## src/rtl/register_file_multiport.sv

```systemverilog
// Parametrised general-purpose register bank: one synchronous write port, two
// combinational read ports, post-reset write guard, optional zero register and bypass.
module register_file_multiport #(
    parameter int               WIDTH       = 16,
    parameter int               ADDR_W      = 3,
    parameter logic [WIDTH-1:0] RESET_VALUE = {WIDTH{1'b0}},
    parameter int               INIT_CYCLES = 1,
    parameter bit               ZERO_REG    = 1'b0,
    parameter bit               BYPASS      = 1'b1
) (
    input  logic              clock,
    input  logic              reset_n,
    input  logic              should_write,
    input  logic [ADDR_W-1:0] write_addr,
    input  logic [WIDTH-1:0]  new_value,
    input  logic [ADDR_W-1:0] read_addr_a,
    output logic [WIDTH-1:0]  read_value_a,
    input  logic [ADDR_W-1:0] read_addr_b,
    output logic [WIDTH-1:0]  read_value_b,
    output logic              ready,
    output logic              write_dropped
);
    localparam int               DEPTH      = 2 ** ADDR_W;
    localparam int               CNT_W      = (INIT_CYCLES > 0) ? $clog2(INIT_CYCLES + 1) : 1;
    localparam logic [CNT_W-1:0] INIT_LIMIT = CNT_W'(INIT_CYCLES);
    localparam logic             READY_RST  = (INIT_CYCLES == 0) ? 1'b1 : 1'b0;

    logic [WIDTH-1:0] mem_r [DEPTH];
    logic [CNT_W-1:0] init_cnt_r;
    logic [CNT_W-1:0] init_cnt_next_s;
    logic             ready_r;
    logic             write_dropped_r;
    logic             zero_hit_s;
    logic             accept_s;
    logic [WIDTH-1:0] read_a_s;
    logic [WIDTH-1:0] read_b_s;

    // Guard counter advances once per posedge after reset release and saturates at the limit
    always_comb begin
        init_cnt_next_s = init_cnt_r;
        if (init_cnt_r != INIT_LIMIT) begin
            init_cnt_next_s = init_cnt_r + CNT_W'(1);
        end else begin
            init_cnt_next_s = init_cnt_r;
        end
    end

    // ready is registered from the next counter value so it rises on the Nth posedge
    always_ff @(posedge clock or negedge reset_n) begin
        if (!reset_n) begin
            init_cnt_r <= {CNT_W{1'b0}};
            ready_r    <= READY_RST;
        end else begin
            init_cnt_r <= init_cnt_next_s;
            ready_r    <= (init_cnt_next_s == INIT_LIMIT);
        end
    end

    // Write acceptance: a write to the hardwired zero entry counts as discarded
    always_comb begin
        zero_hit_s = ZERO_REG && (write_addr == {ADDR_W{1'b0}});
        accept_s   = should_write & ready_r & ~zero_hit_s;
    end

    // Storage array and the one-cycle dropped-request flag
    always_ff @(posedge clock or negedge reset_n) begin
        if (!reset_n) begin
            for (int i = 0; i < DEPTH; i++) begin
                mem_r[i] <= RESET_VALUE;
            end
            write_dropped_r <= 1'b0;
        end else begin
            if (accept_s) begin
                mem_r[write_addr] <= new_value;
            end
            write_dropped_r <= should_write & ~accept_s;
        end
    end

    // Read port A: zero entry wins over bypass, bypass wins over stored data
    always_comb begin
        read_a_s = mem_r[read_addr_a];
        if (ZERO_REG && (read_addr_a == {ADDR_W{1'b0}})) begin
            read_a_s = {WIDTH{1'b0}};
        end else if (BYPASS && accept_s && (read_addr_a == write_addr)) begin
            read_a_s = new_value;
        end else begin
            read_a_s = mem_r[read_addr_a];
        end
    end

    // Read port B: same priority as port A, evaluated independently
    always_comb begin
        read_b_s = mem_r[read_addr_b];
        if (ZERO_REG && (read_addr_b == {ADDR_W{1'b0}})) begin
            read_b_s = {WIDTH{1'b0}};
        end else if (BYPASS && accept_s && (read_addr_b == write_addr)) begin
            read_b_s = new_value;
        end else begin
            read_b_s = mem_r[read_addr_b];
        end
    end

    assign read_value_a  = read_a_s;
    assign read_value_b  = read_b_s;
    assign ready         = ready_r;
    assign write_dropped = write_dropped_r;
endmodule

```

## config.mk

```make
export PLATFORM = sky130hd
export DESIGN_NAME = register_file_multiport
export DESIGN_NICKNAME = d
export VERILOG_FILES = /design/src/rtl/register_file_multiport.sv
export SDC_FILE = /design/constraint.sdc
export NUM_CORES = 1
export LEC_CHECK = 0
export CAP_MARGIN = 20
export CORE_ASPECT_RATIO = 2
export CORE_MARGIN = 10
export CORE_UTILIZATION = 35
export CTS_BUF_LIST = sky130_fd_sc_hd__clkbuf_2
export DETAILED_ROUTE_END_ITERATION = 8
export GPL_TIMING_DRIVEN = 0
export MAX_ROUTING_LAYER = met4
export PLACE_DENSITY = 0.59
export SYNTH_ARGS = -nofsm -noshare
export SYNTH_HDL_FRONTEND = slang
export SYNTH_SLANG_ARGS = --single-unit
```

## constraint.sdc

```tcl
create_clock -name clock -period 2.86 [get_ports clock]
set_input_delay 0.572 -clock clock [delete_from_list [all_inputs] [get_ports clock]]
set_output_delay 0.572 -clock clock [all_outputs]
set_load 0.1 [all_outputs]
```

# == After elaboration in Yosys (flattened, before gate mapping) ==
# Index checks and enable logic that the tools add are counted.
# op_classes
addsub,1
n_lt_le_gt_ge,4
n_eq_ne,2
muxes,12
bitwise,6
n_reduce_logical,3
# ops
operator,count
$bwmux W128,1
$mux W16,7
$bmux W16 S3,2
$demux W16 S3,1
$ge A4 B4 Y1 const B,3
$not A3 Y4,3
$eq A3 B3 Y1,2
$lt A4 B1 Y1 const B,1
$logic_and A1 B1 Y1,3
$and A1 B1 Y1,2
$add A1 B1 Y1 const B,1
$mux W1,1
$not A1 Y1,1
# totals
ff_bits,130
inputBits,28
out_inout_bits,34

# == Depth between registers and ports, before layout ==
# logic_depth
depth_word,6
depth_mapped,6

# == Worst setup path before layout ==
# No wires, ideal clock.
# synth_path
path_kind,input to output
from,input port read_addr_a[1]
to,output port read_value_a[0]
arrival_ns,2.156
required_time_ns,2.288
setup_slack_ns,0.132
stages,5
path_cell_list,clkbuf_1 -> clkbuf_1 -> mux4_2 -> mux2_2 -> mux2_2
# synth_between
elab_chain_len,5
word_cells_on_any_way,7
# synth_lines
item,line,source
start: declaration,16,"input logic [ADDR_W-1:0] read_addr_a,"
$not A3 Y4 (not written as such),88,read_a_s = mem_r[read_addr_a];
$bmux W16 S3,88,
$mux W16 (not written as such) (2 in series),88,
$mux W16 (*),85,end else if (BYPASS && accept_s && (read_addr_a == write_addr)) begin
end: declaration,17,"output logic [WIDTH-1:0] read_value_a,"
# Mark *: on every way between the ends. The rest lies on a longest branch, timed or not. The select of a mux whose other input is x is not followed.

# == Final worst setup path ==
# layout_path
from,input port read_addr_b[1]
to,output port read_value_b[1]
# layout_between
elab_chain_len,5
word_cells_on_any_way,7
# layout_lines
item,line,source
start: declaration,18,"input logic [ADDR_W-1:0] read_addr_b,"
$not A3 Y4 (not written as such),100,read_b_s = mem_r[read_addr_b];
$bmux W16 S3,-,
$mux W16 (not written as such) (2 in series),100,
$mux W16 (*),97,end else if (BYPASS && accept_s && (read_addr_b == write_addr)) begin
end: declaration,19,"output logic [WIDTH-1:0] read_value_b,"
# Marks and branches as above.

==> flow_metrics.tcl <==
set metrics [dict create \
    die_area_mm2 0.0285 \
    status "complete, but fails checks" \
    num_vias 4433 \
    p_leak_nw 3.82 \
    viasPerCell 5.46 \
    p_sw_share_pct 39.3 \
    synth_top_cell_by_area "dfrtp_1" \
    syn-cell-area_mm2 0.00763 \
    ys_seq_elements 130 \
    track_usage_pct 15.2 \
    rows 76 \
    synth_fp_nets 487 \
    cap_violations 0 \
    worst_pin_slew_ns 0.960 \
    synthMuxAreaShare_pct 51.4 \
    grt_pass1_wl_mm 32.0 \
    period_share_pct 107 \
    fin_ws_ns -0.208 \
    end_kind "output pin" \
    yosys.area_share.xor_xnor_pct 0.689 \
    setup_viol 32 \
    firstDrtPassIters 4 \
    dpl_worst_slack_ns -1.25 \
    fp.dieW_um 124 \
    cp_max_fo 10 \
    antenna_found_initial 2 \
    hpwlAfterDp_mm 14.7 \
    cts_sinks 130 \
    power_density_mw_per_mm2 786 \
    core-area_mm2 0.0215 \
    synth_compound_area_share_pct 0 \
    netlist.area_leader.share_pct 42.7 \
    area_delta_synth_final_pct 16.9 \
    seq_area_frac_synth_pct 42.7 \
    hp-class "input port to async pin" \
    clk_pin_slew_ns 0.21 \
    hold_viol 0 \
    grt_max_degree 96 \
    port_buffers 38 \
    num-fill-cells 2010 \
    start_kind "input port" \
    period_needed_ns 3.07 \
    routed_wl_mm 21.0 \
    syn_avg_cell_area_um2 16.6 \
    synth.area.top_cells "dfrtp_1 (43%), mux2_2 (23%), mux4_1 (20%), mux2_4 (5.1%), mux4_2 (1.8%)" \
    numCtsBuffers 17 \
    wire_per_inst_um 25.8 \
    combPwrFrac_pct 47.9 \
    worst_ep_arrival_time_ns 2.50 \
    grt_pass1_vias 5052 \
    report.final.slew_viol_count 0 \
    synthCells 459 \
    max_clock_freq_ghz 0.326 \
    critPathRequiredTime_ns 2.29 \
    yosysWarnings 0 \
    rsz0062_at_grt "yes" \
    htree_levels 4 \
    initial_core_util_pct 35.5 \
    clk_latency_ns 0.73 \
    synthSimpleGateAreaFrac_pct 1.33 \
    switching_power_mw 2.75 \
    power.internal_mw 4.26 \
    cts_tree "done" \
    gp_routability_congestion 0.819 \
    die_h_um 229 \
    synth_top_family_by_area "multiplexers" \
    gr-total-overflow 0 \
    r2r_slack_ns 0.56 \
    relSlewSlack_pct 36.3 \
    synthAdderAreaFrac_pct 0 \
    synthDistinctLibCells 24 \
    layout-drive-gt1-share_pct 63.8 \
    utilization_pct 41.5 \
    drc_errors 0 \
    nNetsFinal 551 \
    clkPwrFrac_pct 15.3 \
    p_seq_share_pct 36.7 \
    fin_skew_ns 0.0320 \
    violations "negative setup slack" \
    cts_buffer_depth 2 \
    cts-root-buf "clkbuf_2" \
    drt_iter0_drc 289 \
    detail-route-antenna-nets 0 \
    irDropWorstVdd_mv 0.507 \
    pin_count 62 \
    crit_type "input port to output pin" \
]
path summary, 6_finish.rpt:
check	from	to	depth (start not counted)
worst max register to register	ready	mem_r[91]	4
max in group asynchronous	reset_n	mem_r[88]	3
worst max-delay path	read_addr_b[1]	read_value_b[1]	6
worst min register to register	ready	write_dropped	1
worst min-delay path	reset_n	mem_r[33]	2
min in group clock	new_value[11]	mem_r[59]	2
worst max-delay path, stage by stage:
cell and delay [ns]:
clkbuf_1 0.31, clkbuf_2 0.43, mux4_2 0.45, mux2_4 0.29, mux2_4 0.27, buf_12 0.17
stage by stage:
stage | TNS, ns | power [mW] | area, um2 | hold WS, ns | std cells
after floorplan | 0 | 4.75 | 7630 | 0.276 | 459
after global placement | -541.51 | 5.33 | 8350 | 0.478 | 770
after detailed placement | -42.60 | 5.43 | 8380 | 0.489 | 771
after CTS | -5.81 | 7.05 | 8880 | 0.201 | 809
after global routing | -6.73 | 7.31 | 8920 | 0.226 | 812
final | -4.43 | 7.01 | 8920 | 0.260 | 812
power groups by stage:
stage	sequential, mW	clock, mW	combinational (mW)
2_1_floorplan	2.47	0	2.28
3_3_place_gp	2.52	0	2.82
3_5_place_dp	2.57	0	2.86
4_1_cts	2.57	1.12	3.37
5_1_grt	2.63	1.19	3.49
6_report	2.58	1.08	3.36
synthesized netlist by cell type:
cell and n:
mux2_2 156, dfrtp_1 130, mux4_1 58, mux2_4 26, buf_1 16, clkbuf_1 13
buf_2 10, mux2_1 10, mux4_2 6, nor2_1 6, xnor2_1 6, buf_8 4
buf_12 2, buf_4 2, buf_6 2, nand2b_1 2, nand4_2 2, or3_1 2
and2_1 1, conb_1 1, nand2_1 1, nand3_1 1, nand3b_1 1, nor2b_1 1
layout by cell type, fill, tap and decap left out, types with 2 or more instances in the layout:
cell,instances
buf_4,5
clkbuf_1,5
buf_2,10
nand4_4,2
nand2b_1,2
mux4_1,4
xnor2_1,5
buf_1,16
mux2_2,132
dlygate4sd2_1,2
dfrtp_1,130
nor2_1,6
mux2_4,50
clkinv_2,5
clkdlybuf4s50_1,2
bufinv_16,2
buf_6,3
buf_12,36
diode_2,3
clkinvlp_4,3
buf_8,4
or3_1,2
mux4_2,60
mux2_1,10
clkinv_1,3
clkbuf_2,26
cell type report:
cell class,count,area [um2],area share (%)
buffer,49,334,3.75
timing repair buffer,45,777,8.71
clock inverter,13,119,1.33
clock buffer,19,95.1,1.07
tap,273,342,3.83
multi-input combinational,280,3990,44.8
sequential,130,3250,36.5
antenna,3,7.51,0.0842
flip-flops by register name (all words and copies together), names as in the netlist:
register	count
ready	1
mem_r	128
write_dropped	1
kinds of logic (layout without fill, tap and decap cells):
group,Yosys count,count (layout)
xor gates and xnor gates,6,6
buffers and inverters,49,126
DFF,130,130
muxes,256,256
other,1,4
and+or+nand+nor,17,17
layer usage:
| metal | share of wire [%] | routed length (um) | vias up | GRT usage, % |
|---|---|---|---|---|
| li1 | - | - | 1885 | - |
| met1 | 35 | 7430 | 2399 | 14.9 |
| met2 | 57 | 11900 | 109 | 27.3 |
| met3 | 3.1 | 642 | 40 | 3.09 |
| met4 | 4.6 | 971 | 0 | 8.52 |
| met5 | 0 | 0 | - | - |
what timing repair did:
item,CTS,global route
hold buffers,1,0
pin swaps,0,0
resized for setup,379,10
endpoints found under the setup margin,34,32
endpoints found under the hold margin,35,0
setup buffers,5,0
(Power assumes the default switching activity.)
